[src/rtl/riscv_pkg.sv]
// Shared types and constants for the multicycle RV32I control path.
package riscv_pkg;

    localparam int unsigned STATE_W = 4;

    localparam logic [6:0] OPC_LOAD   = 7'b0000011;
    localparam logic [6:0] OPC_STORE  = 7'b0100011;
    localparam logic [6:0] OPC_RTYPE  = 7'b0110011;
    localparam logic [6:0] OPC_ITYPE  = 7'b0010011;
    localparam logic [6:0] OPC_BRANCH = 7'b1100011;
    localparam logic [6:0] OPC_JAL    = 7'b1101111;

    typedef enum logic [2:0] {
        ALU_ADD = 3'b000,
        ALU_SUB = 3'b001,
        ALU_AND = 3'b010,
        ALU_OR  = 3'b011,
        ALU_SLT = 3'b101
    } alu_ctrl_e;

    typedef enum logic [1:0] {
        ALUOP_ADD   = 2'b00,
        ALUOP_SUB   = 2'b01,
        ALUOP_FUNCT = 2'b10
    } alu_op_e;

    typedef enum logic [STATE_W-1:0] {
        S_FETCH    = 4'd0,
        S_DECODE   = 4'd1,
        S_MEMADR   = 4'd2,
        S_MEMREAD  = 4'd3,
        S_MEMWB    = 4'd4,
        S_MEMWRITE = 4'd5,
        S_EXECUTER = 4'd6,
        S_EXECUTEI = 4'd7,
        S_ALUWB    = 4'd8,
        S_BEQ      = 4'd9,
        S_JAL      = 4'd10,
        S_TRAP     = 4'd11
    } mc_state_e;

    localparam logic       ADR_PC     = 1'b0;
    localparam logic       ADR_ALUOUT = 1'b1;

    localparam logic [1:0] RES_ALUOUT = 2'b00;
    localparam logic [1:0] RES_DATA   = 2'b01;
    localparam logic [1:0] RES_ALU    = 2'b10;

    localparam logic [1:0] SRCA_PC    = 2'b00;
    localparam logic [1:0] SRCA_OLDPC = 2'b01;
    localparam logic [1:0] SRCA_RS1   = 2'b10;

    localparam logic [1:0] SRCB_RS2   = 2'b00;
    localparam logic [1:0] SRCB_IMM   = 2'b01;
    localparam logic [1:0] SRCB_FOUR  = 2'b10;

    localparam logic [1:0] IMM_I      = 2'b00;
    localparam logic [1:0] IMM_S      = 2'b01;
    localparam logic [1:0] IMM_B      = 2'b10;
    localparam logic [1:0] IMM_J      = 2'b11;

endpackage

[src/rtl/multicycle_controller_if.sv]
// Controller <-> datapath bundle: IR fields and status in, mux selects and enables out.
interface multicycle_controller_if;

    logic [6:0] opcode;
    logic [2:0] funct3;
    logic       funct7b5;
    logic       zero_flg;
    logic       mem_ready;

    logic       PCWrite;
    logic       AdrSrc;
    logic       MemWrite;
    logic       IRWrite;
    logic [1:0] ResultSrc;
    logic [1:0] ALUSrcA;
    logic [1:0] ALUSrcB;
    logic [2:0] ALUControl;
    logic [1:0] ImmSrc;
    logic       RegWrite;
    logic       instr_retired;
    logic       illegal;
    logic [riscv_pkg::STATE_W-1:0] state_o;

    modport master (
        input  opcode, funct3, funct7b5, zero_flg, mem_ready,
        output PCWrite, AdrSrc, MemWrite, IRWrite, ResultSrc, ALUSrcA, ALUSrcB,
               ALUControl, ImmSrc, RegWrite, instr_retired, illegal, state_o
    );

    modport slave (
        output opcode, funct3, funct7b5, zero_flg, mem_ready,
        input  PCWrite, AdrSrc, MemWrite, IRWrite, ResultSrc, ALUSrcA, ALUSrcB,
               ALUControl, ImmSrc, RegWrite, instr_retired, illegal, state_o
    );

endinterface

[src/rtl/alu_decoder.sv]
// Maps the FSM's ALU request and the instruction's funct fields onto an ALU operation.
module alu_decoder
    import riscv_pkg::*;
(
    input  alu_op_e    alu_op_i,
    input  logic [2:0] funct3_i,
    input  logic       op5_i,
    input  logic       funct7b5_i,
    output alu_ctrl_e  alu_ctrl_o
);

    always_comb begin
        alu_ctrl_o = ALU_ADD;
        case (alu_op_i)
            ALUOP_SUB: alu_ctrl_o = ALU_SUB;
            ALUOP_FUNCT: begin
                case (funct3_i)
                    // only R-type distinguishes sub; addi has no funct7
                    3'b000:  alu_ctrl_o = (op5_i && funct7b5_i) ? ALU_SUB : ALU_ADD;
                    3'b010:  alu_ctrl_o = ALU_SLT;
                    3'b110:  alu_ctrl_o = ALU_OR;
                    3'b111:  alu_ctrl_o = ALU_AND;
                    default: alu_ctrl_o = ALU_ADD;
                endcase
            end
            default: alu_ctrl_o = ALU_ADD;
        endcase
    end

endmodule

[src/rtl/multicycle_controller.sv]
// Sequencing FSM for the multicycle RV32I core: fetch, decode, execute, memory, writeback.
module multicycle_controller
    import riscv_pkg::*;
#(
    parameter bit TRAP_ON_ILLEGAL = 1'b1
) (
    input  logic                    clk,
    input  logic                    rst_n,
    multicycle_controller_if.master bus
);

    mc_state_e state_q, state_d;
    logic      illegal_q;
    alu_op_e   alu_op;
    alu_ctrl_e alu_ctrl;
    logic      pc_write, ir_write, mem_write, reg_write;

    always_comb begin
        state_d = state_q;
        case (state_q)
            S_FETCH:    if (bus.mem_ready) state_d = S_DECODE;
            S_DECODE: begin
                case (bus.opcode)
                    OPC_LOAD, OPC_STORE: state_d = S_MEMADR;
                    OPC_RTYPE:           state_d = S_EXECUTER;
                    OPC_ITYPE:           state_d = S_EXECUTEI;
                    OPC_BRANCH:          state_d = S_BEQ;
                    OPC_JAL:             state_d = S_JAL;
                    default:             state_d = TRAP_ON_ILLEGAL ? S_TRAP : S_FETCH;
                endcase
            end
            S_MEMADR:   state_d = bus.opcode[5] ? S_MEMWRITE : S_MEMREAD;
            S_MEMREAD:  if (bus.mem_ready) state_d = S_MEMWB;
            S_MEMWB:    state_d = S_FETCH;
            S_MEMWRITE: if (bus.mem_ready) state_d = S_FETCH;
            S_EXECUTER: state_d = S_ALUWB;
            S_EXECUTEI: state_d = S_ALUWB;
            S_ALUWB:    state_d = S_FETCH;
            S_BEQ:      state_d = S_FETCH;
            S_JAL:      state_d = S_ALUWB;
            S_TRAP:     state_d = S_TRAP;
            default:    state_d = S_FETCH;
        endcase
    end

    // Moore decode; mem_ready and zero_flg are the only input-dependent terms
    always_comb begin
        pc_write          = 1'b0;
        ir_write          = 1'b0;
        mem_write         = 1'b0;
        reg_write         = 1'b0;
        bus.instr_retired = 1'b0;
        bus.AdrSrc        = ADR_PC;
        bus.ResultSrc     = RES_ALUOUT;
        bus.ALUSrcA       = SRCA_PC;
        bus.ALUSrcB       = SRCB_RS2;
        alu_op            = ALUOP_ADD;
        case (state_q)
            S_FETCH: begin
                bus.ALUSrcB   = SRCB_FOUR;
                bus.ResultSrc = RES_ALU;
                ir_write      = bus.mem_ready;
                pc_write      = bus.mem_ready;
            end
            S_DECODE: begin
                bus.ALUSrcA = SRCA_OLDPC;
                bus.ALUSrcB = SRCB_IMM;
            end
            S_MEMADR: begin
                bus.ALUSrcA = SRCA_RS1;
                bus.ALUSrcB = SRCB_IMM;
            end
            S_MEMREAD:  bus.AdrSrc = ADR_ALUOUT;
            S_MEMWB: begin
                bus.ResultSrc     = RES_DATA;
                reg_write         = 1'b1;
                bus.instr_retired = 1'b1;
            end
            S_MEMWRITE: begin
                bus.AdrSrc        = ADR_ALUOUT;
                mem_write         = 1'b1;
                bus.instr_retired = bus.mem_ready;
            end
            S_EXECUTER: begin
                bus.ALUSrcA = SRCA_RS1;
                bus.ALUSrcB = SRCB_RS2;
                alu_op      = ALUOP_FUNCT;
            end
            S_EXECUTEI: begin
                bus.ALUSrcA = SRCA_RS1;
                bus.ALUSrcB = SRCB_IMM;
                alu_op      = ALUOP_FUNCT;
            end
            S_ALUWB: begin
                reg_write         = 1'b1;
                bus.instr_retired = 1'b1;
            end
            S_BEQ: begin
                bus.ALUSrcA       = SRCA_RS1;
                bus.ALUSrcB       = SRCB_RS2;
                alu_op            = ALUOP_SUB;
                pc_write          = bus.zero_flg;
                bus.instr_retired = 1'b1;
            end
            S_JAL: begin
                bus.ALUSrcA = SRCA_OLDPC;
                bus.ALUSrcB = SRCB_FOUR;
                pc_write    = 1'b1;
            end
            default: ;
        endcase
    end

    always_comb begin
        case (bus.opcode)
            OPC_STORE:  bus.ImmSrc = IMM_S;
            OPC_BRANCH: bus.ImmSrc = IMM_B;
            OPC_JAL:    bus.ImmSrc = IMM_J;
            default:    bus.ImmSrc = IMM_I;
        endcase
    end

    alu_decoder u_alu_decoder (
        .alu_op_i   (alu_op),
        .funct3_i   (bus.funct3),
        .op5_i      (bus.opcode[5]),
        .funct7b5_i (bus.funct7b5),
        .alu_ctrl_o (alu_ctrl)
    );

    // architectural-state enables are held off while reset is asserted
    assign bus.PCWrite    = pc_write  & rst_n;
    assign bus.IRWrite    = ir_write  & rst_n;
    assign bus.MemWrite   = mem_write & rst_n;
    assign bus.RegWrite   = reg_write & rst_n;
    assign bus.ALUControl = alu_ctrl;
    assign bus.illegal    = illegal_q;
    assign bus.state_o    = state_q;

    always_ff @(posedge clk) begin
        if (!rst_n) begin
            state_q   <= S_FETCH;
            illegal_q <= 1'b0;
        end else begin
            state_q <= state_d;
            if (state_d == S_TRAP) illegal_q <= 1'b1;
        end
    end

endmodule

[src/flat_wrapper.sv]
// flat-port wrapper written by rule: the top's interface ports become plain ports
module multicycle_controller_flat import riscv_pkg::*;
#(
    parameter bit TRAP_ON_ILLEGAL = 1'b1
)
  (clk, rst_n, bus_opcode, bus_funct3, bus_funct7b5, bus_zero_flg, bus_mem_ready, bus_PCWrite, bus_AdrSrc, bus_MemWrite, bus_IRWrite, bus_ResultSrc, bus_ALUSrcA, bus_ALUSrcB, bus_ALUControl, bus_ImmSrc, bus_RegWrite, bus_instr_retired, bus_illegal, bus_state_o);
  multicycle_controller_if bus_i ();
  input  logic clk;
  input  logic rst_n;
  input wire logic [$bits(bus_i.opcode)-1:0] bus_opcode;
  input wire logic [$bits(bus_i.funct3)-1:0] bus_funct3;
  input wire logic [$bits(bus_i.funct7b5)-1:0] bus_funct7b5;
  input wire logic [$bits(bus_i.zero_flg)-1:0] bus_zero_flg;
  input wire logic [$bits(bus_i.mem_ready)-1:0] bus_mem_ready;
  output wire logic [$bits(bus_i.PCWrite)-1:0] bus_PCWrite;
  output wire logic [$bits(bus_i.AdrSrc)-1:0] bus_AdrSrc;
  output wire logic [$bits(bus_i.MemWrite)-1:0] bus_MemWrite;
  output wire logic [$bits(bus_i.IRWrite)-1:0] bus_IRWrite;
  output wire logic [$bits(bus_i.ResultSrc)-1:0] bus_ResultSrc;
  output wire logic [$bits(bus_i.ALUSrcA)-1:0] bus_ALUSrcA;
  output wire logic [$bits(bus_i.ALUSrcB)-1:0] bus_ALUSrcB;
  output wire logic [$bits(bus_i.ALUControl)-1:0] bus_ALUControl;
  output wire logic [$bits(bus_i.ImmSrc)-1:0] bus_ImmSrc;
  output wire logic [$bits(bus_i.RegWrite)-1:0] bus_RegWrite;
  output wire logic [$bits(bus_i.instr_retired)-1:0] bus_instr_retired;
  output wire logic [$bits(bus_i.illegal)-1:0] bus_illegal;
  output wire logic [$bits(bus_i.state_o)-1:0] bus_state_o;
  assign bus_i.opcode = bus_opcode;
  assign bus_i.funct3 = bus_funct3;
  assign bus_i.funct7b5 = bus_funct7b5;
  assign bus_i.zero_flg = bus_zero_flg;
  assign bus_i.mem_ready = bus_mem_ready;
  assign bus_PCWrite = bus_i.PCWrite;
  assign bus_AdrSrc = bus_i.AdrSrc;
  assign bus_MemWrite = bus_i.MemWrite;
  assign bus_IRWrite = bus_i.IRWrite;
  assign bus_ResultSrc = bus_i.ResultSrc;
  assign bus_ALUSrcA = bus_i.ALUSrcA;
  assign bus_ALUSrcB = bus_i.ALUSrcB;
  assign bus_ALUControl = bus_i.ALUControl;
  assign bus_ImmSrc = bus_i.ImmSrc;
  assign bus_RegWrite = bus_i.RegWrite;
  assign bus_instr_retired = bus_i.instr_retired;
  assign bus_illegal = bus_i.illegal;
  assign bus_state_o = bus_i.state_o;
  multicycle_controller #(.TRAP_ON_ILLEGAL(TRAP_ON_ILLEGAL)) u_core (.clk(clk), .rst_n(rst_n), .bus(bus_i));
endmodule
[config.mk]
export PLATFORM = sky130hd
export DESIGN_NAME = multicycle_controller_flat
export DESIGN_NICKNAME = d
export VERILOG_FILES = /design/src/rtl/riscv_pkg.sv /design/src/rtl/multicycle_controller_if.sv /design/src/rtl/alu_decoder.sv /design/src/rtl/multicycle_controller.sv /design/src/flat_wrapper.sv
export SDC_FILE = /design/constraint.sdc
export NUM_CORES = 1
export LEC_CHECK = 0
export CORE_MARGIN = 2
export CORE_UTILIZATION = 30
export DETAILED_ROUTE_END_ITERATION = 8
export HOLD_SLACK_MARGIN = 0.06
export PLACE_DENSITY = 0.66
export SYNTH_ARGS = -nofsm -noshare
export SYNTH_HDL_FRONTEND = slang
export SYNTH_SLANG_ARGS = --single-unit
[constraint.sdc]
create_clock -name clk -period 1.45 [get_ports clk]
set_input_delay 0.145 -clock clk [delete_from_list [all_inputs] [get_ports clk]]
set_output_delay 0.145 -clock clk [all_outputs]
set_load 0.01 [all_outputs]
# Word-level counts from Yosys, hierarchy flattened
# Cells that the tools add are included.
[classes]
n_reduce_logical = 13
n_bitwise = 4
muxes = 20
n_eq_ne = 23
[op_table]
columns = ["operator", "n"]
rows = [
  ["$pmux W4 S7", 1],
  ["$eq A4 B4 Y1 const B", 5],
  ["$pmux W4 S5", 1],
  ["$eq A4 B3 Y1 const B", 4],
  ["$pmux W2 S2", 4],
  ["$eq A7 B6 Y1 const B", 2],
  ["$eq A7 B7 Y1 const B", 2],
  ["$mux W4", 3],
  ["$pmux W3 S4", 1],
  ["$reduce_or A2 Y1", 6],
  ["$reduce_or A3 Y1", 3],
  ["$eq A4 B2 Y1 const B", 2],
  ["$eq A7 B2 Y1 const B", 1],
  ["$eq A7 B5 Y1 const B", 1],
  ["$eq A3 B3 Y1 const B", 2],
  ["$pmux W2 S3", 1],
  ["$pmux W3 S2", 1],
  ["$mux W1", 5],
  ["$and A1 B1 Y1", 4],
  ["$eq A4 B1 Y1 const B", 1],
  ["$logic_not A4 Y1", 1],
  ["$reduce_or A4 Y1", 1],
  ["$eq A3 B2 Y1 const B", 1],
  ["$logic_not A3 Y1", 1],
  ["6 further kinds", 6],
]
[word_totals]
wordCells = 62
output_inout_bits = 22
input_bits = 15
ff_bits = 5

# Depth between registers and ports, before layout
[logic_depth]
ltp_word = 5
ltp_mapped = 8

# Modules after synthesis
# From an unflattened synthesis, not the netlist that was laid out.
[unflattened]
cells_unflattened = 100
hier_area_um2 = 694.4
[by_module_without_submodules]
columns = ["mod", "cells_per_inst", "area_per_inst_um2", "instances"]
rows = [
  ["multicycle_controller", 89, 598.1, 1],
  ["alu_decoder", 11, 96.3, 1],
]

# Worst setup path before layout
# OpenSTA, ideal clock, no wires.
[synth_path]
path_kind = "flip-flop to output port"
from = "register u_core.state_q[2], in the netlist u_core.bus.state_o[2]"
to = "output bus_ALUControl[1]"
path_stages_with_launch = 6
arrival_time_ns = 1.634
slack_ns = -0.329
path_cell_list = "dfxtp_1 > clkbuf_8 > nand2b_1 > or3_1 > ha_1 > nor3_1"
[synth_via]
elab_chain_cells = 5
[synth_rtl]
columns = ["element", "line_no", "source"]
rows = [
  ["from (decl)", "multicycle_controller.sv:12", "mc_state_e state_q, state_d;"],
  ["from (signal assigned)", "multicycle_controller.sv:145", "state_q <= state_d;"],
  ["$eq A4 B3 Y1", "multicycle_controller.sv:58", "case (state_q)"],
  ["$reduce_or A2 Y1 (no line)", "-", ""],
  ["$pmux W2 S2 *", "multicycle_controller.sv:58", ""],
  ["$eq A2 B2 Y1 / $eq A2 B1 Y1 (equally long branches)", "alu_decoder.sv:14", "case (alu_op_i)"],
  ["$pmux W3 S2 *", "alu_decoder.sv:14", ""],
  ["to (decl)", "flat_wrapper.sv:22", "output wire logic [$bits(bus_i.ALUControl)-1:0] bus_ALUControl;"],
]
# Every way passes the cells marked *; elsewhere a longest branch is shown, timed or not.

# Worst setup path in the final report
[layout_path]
from = "register u_core.state_q[2], in the netlist u_core.bus.state_o[2]"
to = "output bus_ALUControl[0]"
# Same word-level chain as after synthesis.

==> metrics <==
worst vdd ir=0.001041 V; First-pass DRT Iterations=4; post-route ant nets=0; H-tree depth=1; Worst R2R Setup Slack=-90 ps; Critical Path Max Stage Delay=410 ps; Syn Nets=117; vias in the first global route=1,024; CP endpoint kind=output pin; fin crit share=121.2%; highest clock rate=569.1 MHz; Fin. Hold Viols=0; Tightest Pin Transition=293.0 ps; CP top delay family=simple AND/OR/NAND/NOR gates; vias per inst=5.160; GPL Wtd Cong=0.8487; Slew HR=80.21%; Core Rows=17; Synth Area per Inst=7.219 µm²; async set-reset flop share out of synthesis=0%; Design Area, Final=1667 µm²; hold buffer count at cts=0; Synth Warn #=0; Overflow after GRT=0; clk root buf=clkbuf_4; WP buf/inv=1; flops & latches, synth=5; I/O pin count=37; data required time of the worst path=1310 ps; HP Class=reg2reg; largest net degree at the start of global routing=10; Post-synth top flop=dfxtp_1; number of max-cap violations=0; CTS clk-pin slew, worst paths=40 ps; EDFF count, synth=0; gr usage total=20.79%; CTS Buffer Depth=2; Worst Hold Slack=467.8 ps; failing checks=setup timing; CTS tree=built; Layout Area Growth over Synthesis=130.8%; WP data arrival=1610 ps; Placement Cell Area=1351 µm²; final setup vio count=16; status=finished with violations; final wirelength=2992 µm; Synth Instances=100; Core Region=2233 µm²; crit-path max FO=4; Tmin final=1757 ps; starting density of the core=32.32%; DP Cell Count=186; RSZ-0062 raised after global routing=yes; startpoint types=flip-flop; Cell Pwr Density=1515 nW/µm²; sequential share of the synthesized area=13.86%; count of final max-slew check failures=0; post-route setup slack=-307.0 ps; first-pass GRT wire length=4457 µm; final layout net count=196; area of the die=2815 µm²; WS Path Type=reg2out; Static Leak=0.7922 nW; Post-Syn Area=721.9 µm²; critical path's slowest cell=or3_4; crit-path cells=nand2b_4 -> or3_4 -> ha_4 -> a31oi_4 -> nor2_4 -> buf_6; Post-Layout Cell Count=206; CTS buffer count=3; share of cells above drive strength 1=60.67%; Netlist cell types=42; DR WL/cell=14.52 µm; DR DRC count=0; Clk Latency, worst-skew pair=230 ps; via count=1,063; Die X=53.06 µm; hpwl dp=2020 µm; # diodes=0; Die H=53.06 µm; IO Port Bufs=36; skew final=1.240 ps; most frequent cells in the layout=buf_4, buf_6, buf_2; Clock Sinks=5; commonest non-fill, non-tap cell in the layout=buf_4; initial antenna violation count=0; 1st-iter DRT viols=23
[path summary, 6_finish.rpt]
kind	cells after the start	endpoint	from
hold / removal	1	u_core.bus.illegal	u_core.bus.illegal
setup reg to reg	7	u_core.bus.illegal	u_core.bus.state_o[2]
setup / recovery	6	bus_ALUControl[0]	u_core.bus.state_o[2]
hold reg to reg	1	u_core.bus.illegal	u_core.bus.illegal
[timing repair]
action                                 in CTS  in global routing
pin swaps                                  20                 14
setup endpoints to repair                  24                 22
endpoints found under the hold margin       0                  0
gates resized for setup                   106                 33
setup buffers                               8                  9
[metal layers]
layer | GRT usage [%] | share of wire (%) | up-vias | wire length (µm)
met5 | 0 | 0 | - | 0
met1 | 25.68 | 42 | 512 | 1266
met2 | 39.79 | 53 | 27 | 1580
met3 | 1.412 | 4.2 | 2 | 125
li1 | - | - | 522 | -
met4 | 2.564 | 0.64 | 0 | 19
[flip-flops by register name, summed over array words and instances, names as in the netlist]
signal / cells
u_core.bus.illegal: 1
u_core.bus.state_o: 4
[layout make-up]
type	instances	area, µm²
Clock buffer	4	26.28
Sequential cell	5	112.6
Fill cell	166	566.8
Inverter	8	30.03
Timing Repair Buffer	81	681.9
Tap cell	28	35.03
Multi-Input combinational cell	80	780.7
[stage by stage]
step / setup TNS [ps] / power, mW / utilization [%] / setup slack [ps]
after global placement: -6074 / 1.800 / 60.50 / -487.6
after global routing: -2964 / 2.687 / 74.62 / -352.8
after detailed placement: -6360 / 1.822 / 60.50 / -500.6
final: -2064 / 2.524 / 74.62 / -307.0
after floorplan: -334.4 / 1.037 / - / -90.40
after CTS: -2311 / 2.147 / 65.88 / -352.5
[cells by family (layout without fill, tap and decap cells)]
group / count (synthesis) / after routing / synth area share, %
AND/OR/NAND/NOR: 47 / 47 / 39.69
buffers and inverters: 15 / 93 / 11.78
flip-flops: 5 / 5 / 13.87
XOR/XNOR: 2 / 2 / 2.427
multiplexers: 2 / 2 / 2.773
adder cells (fa/ha/maj): 2 / 2 / 3.466
AO/OA/AOI/OAI: 27 / 27 / 26.00
[where the power goes]
part | switching (mW) | internal, mW | total [mW]
sequential | 0.0607 | 0.195 | 0.256
clock | 0.0497 | 0.104 | 0.153
combinational | 0.933 | 1.18 | 2.12
total | 1.04 | 1.48 | 2.52
[cells in the mapped netlist (2+ instances only)]
library cell,n,share of area [%]
a21oi_1,8,5.5
nor4b_1,2,2.4
o21ai_0,6,4.2
inv_1,8,4.2
clkbuf_1,2,1.0
and3_1,3,2.6
nand2_1,6,3.1
dfxtp_1,5,14
nor2b_1,4,3.5
nand2b_1,4,3.5
or2b_2,2,2.4
nand3_1,3,2.1
and2_1,3,2.6
clkbuf_8,2,3.8
ha_1,2,3.5
mux2i_1,2,2.8
nor3_1,7,4.9
buf_4,2,2.1
o31a_1,2,2.4
nor2_1,5,2.6
No activity file was read; power rests on OpenSTA's default activity.
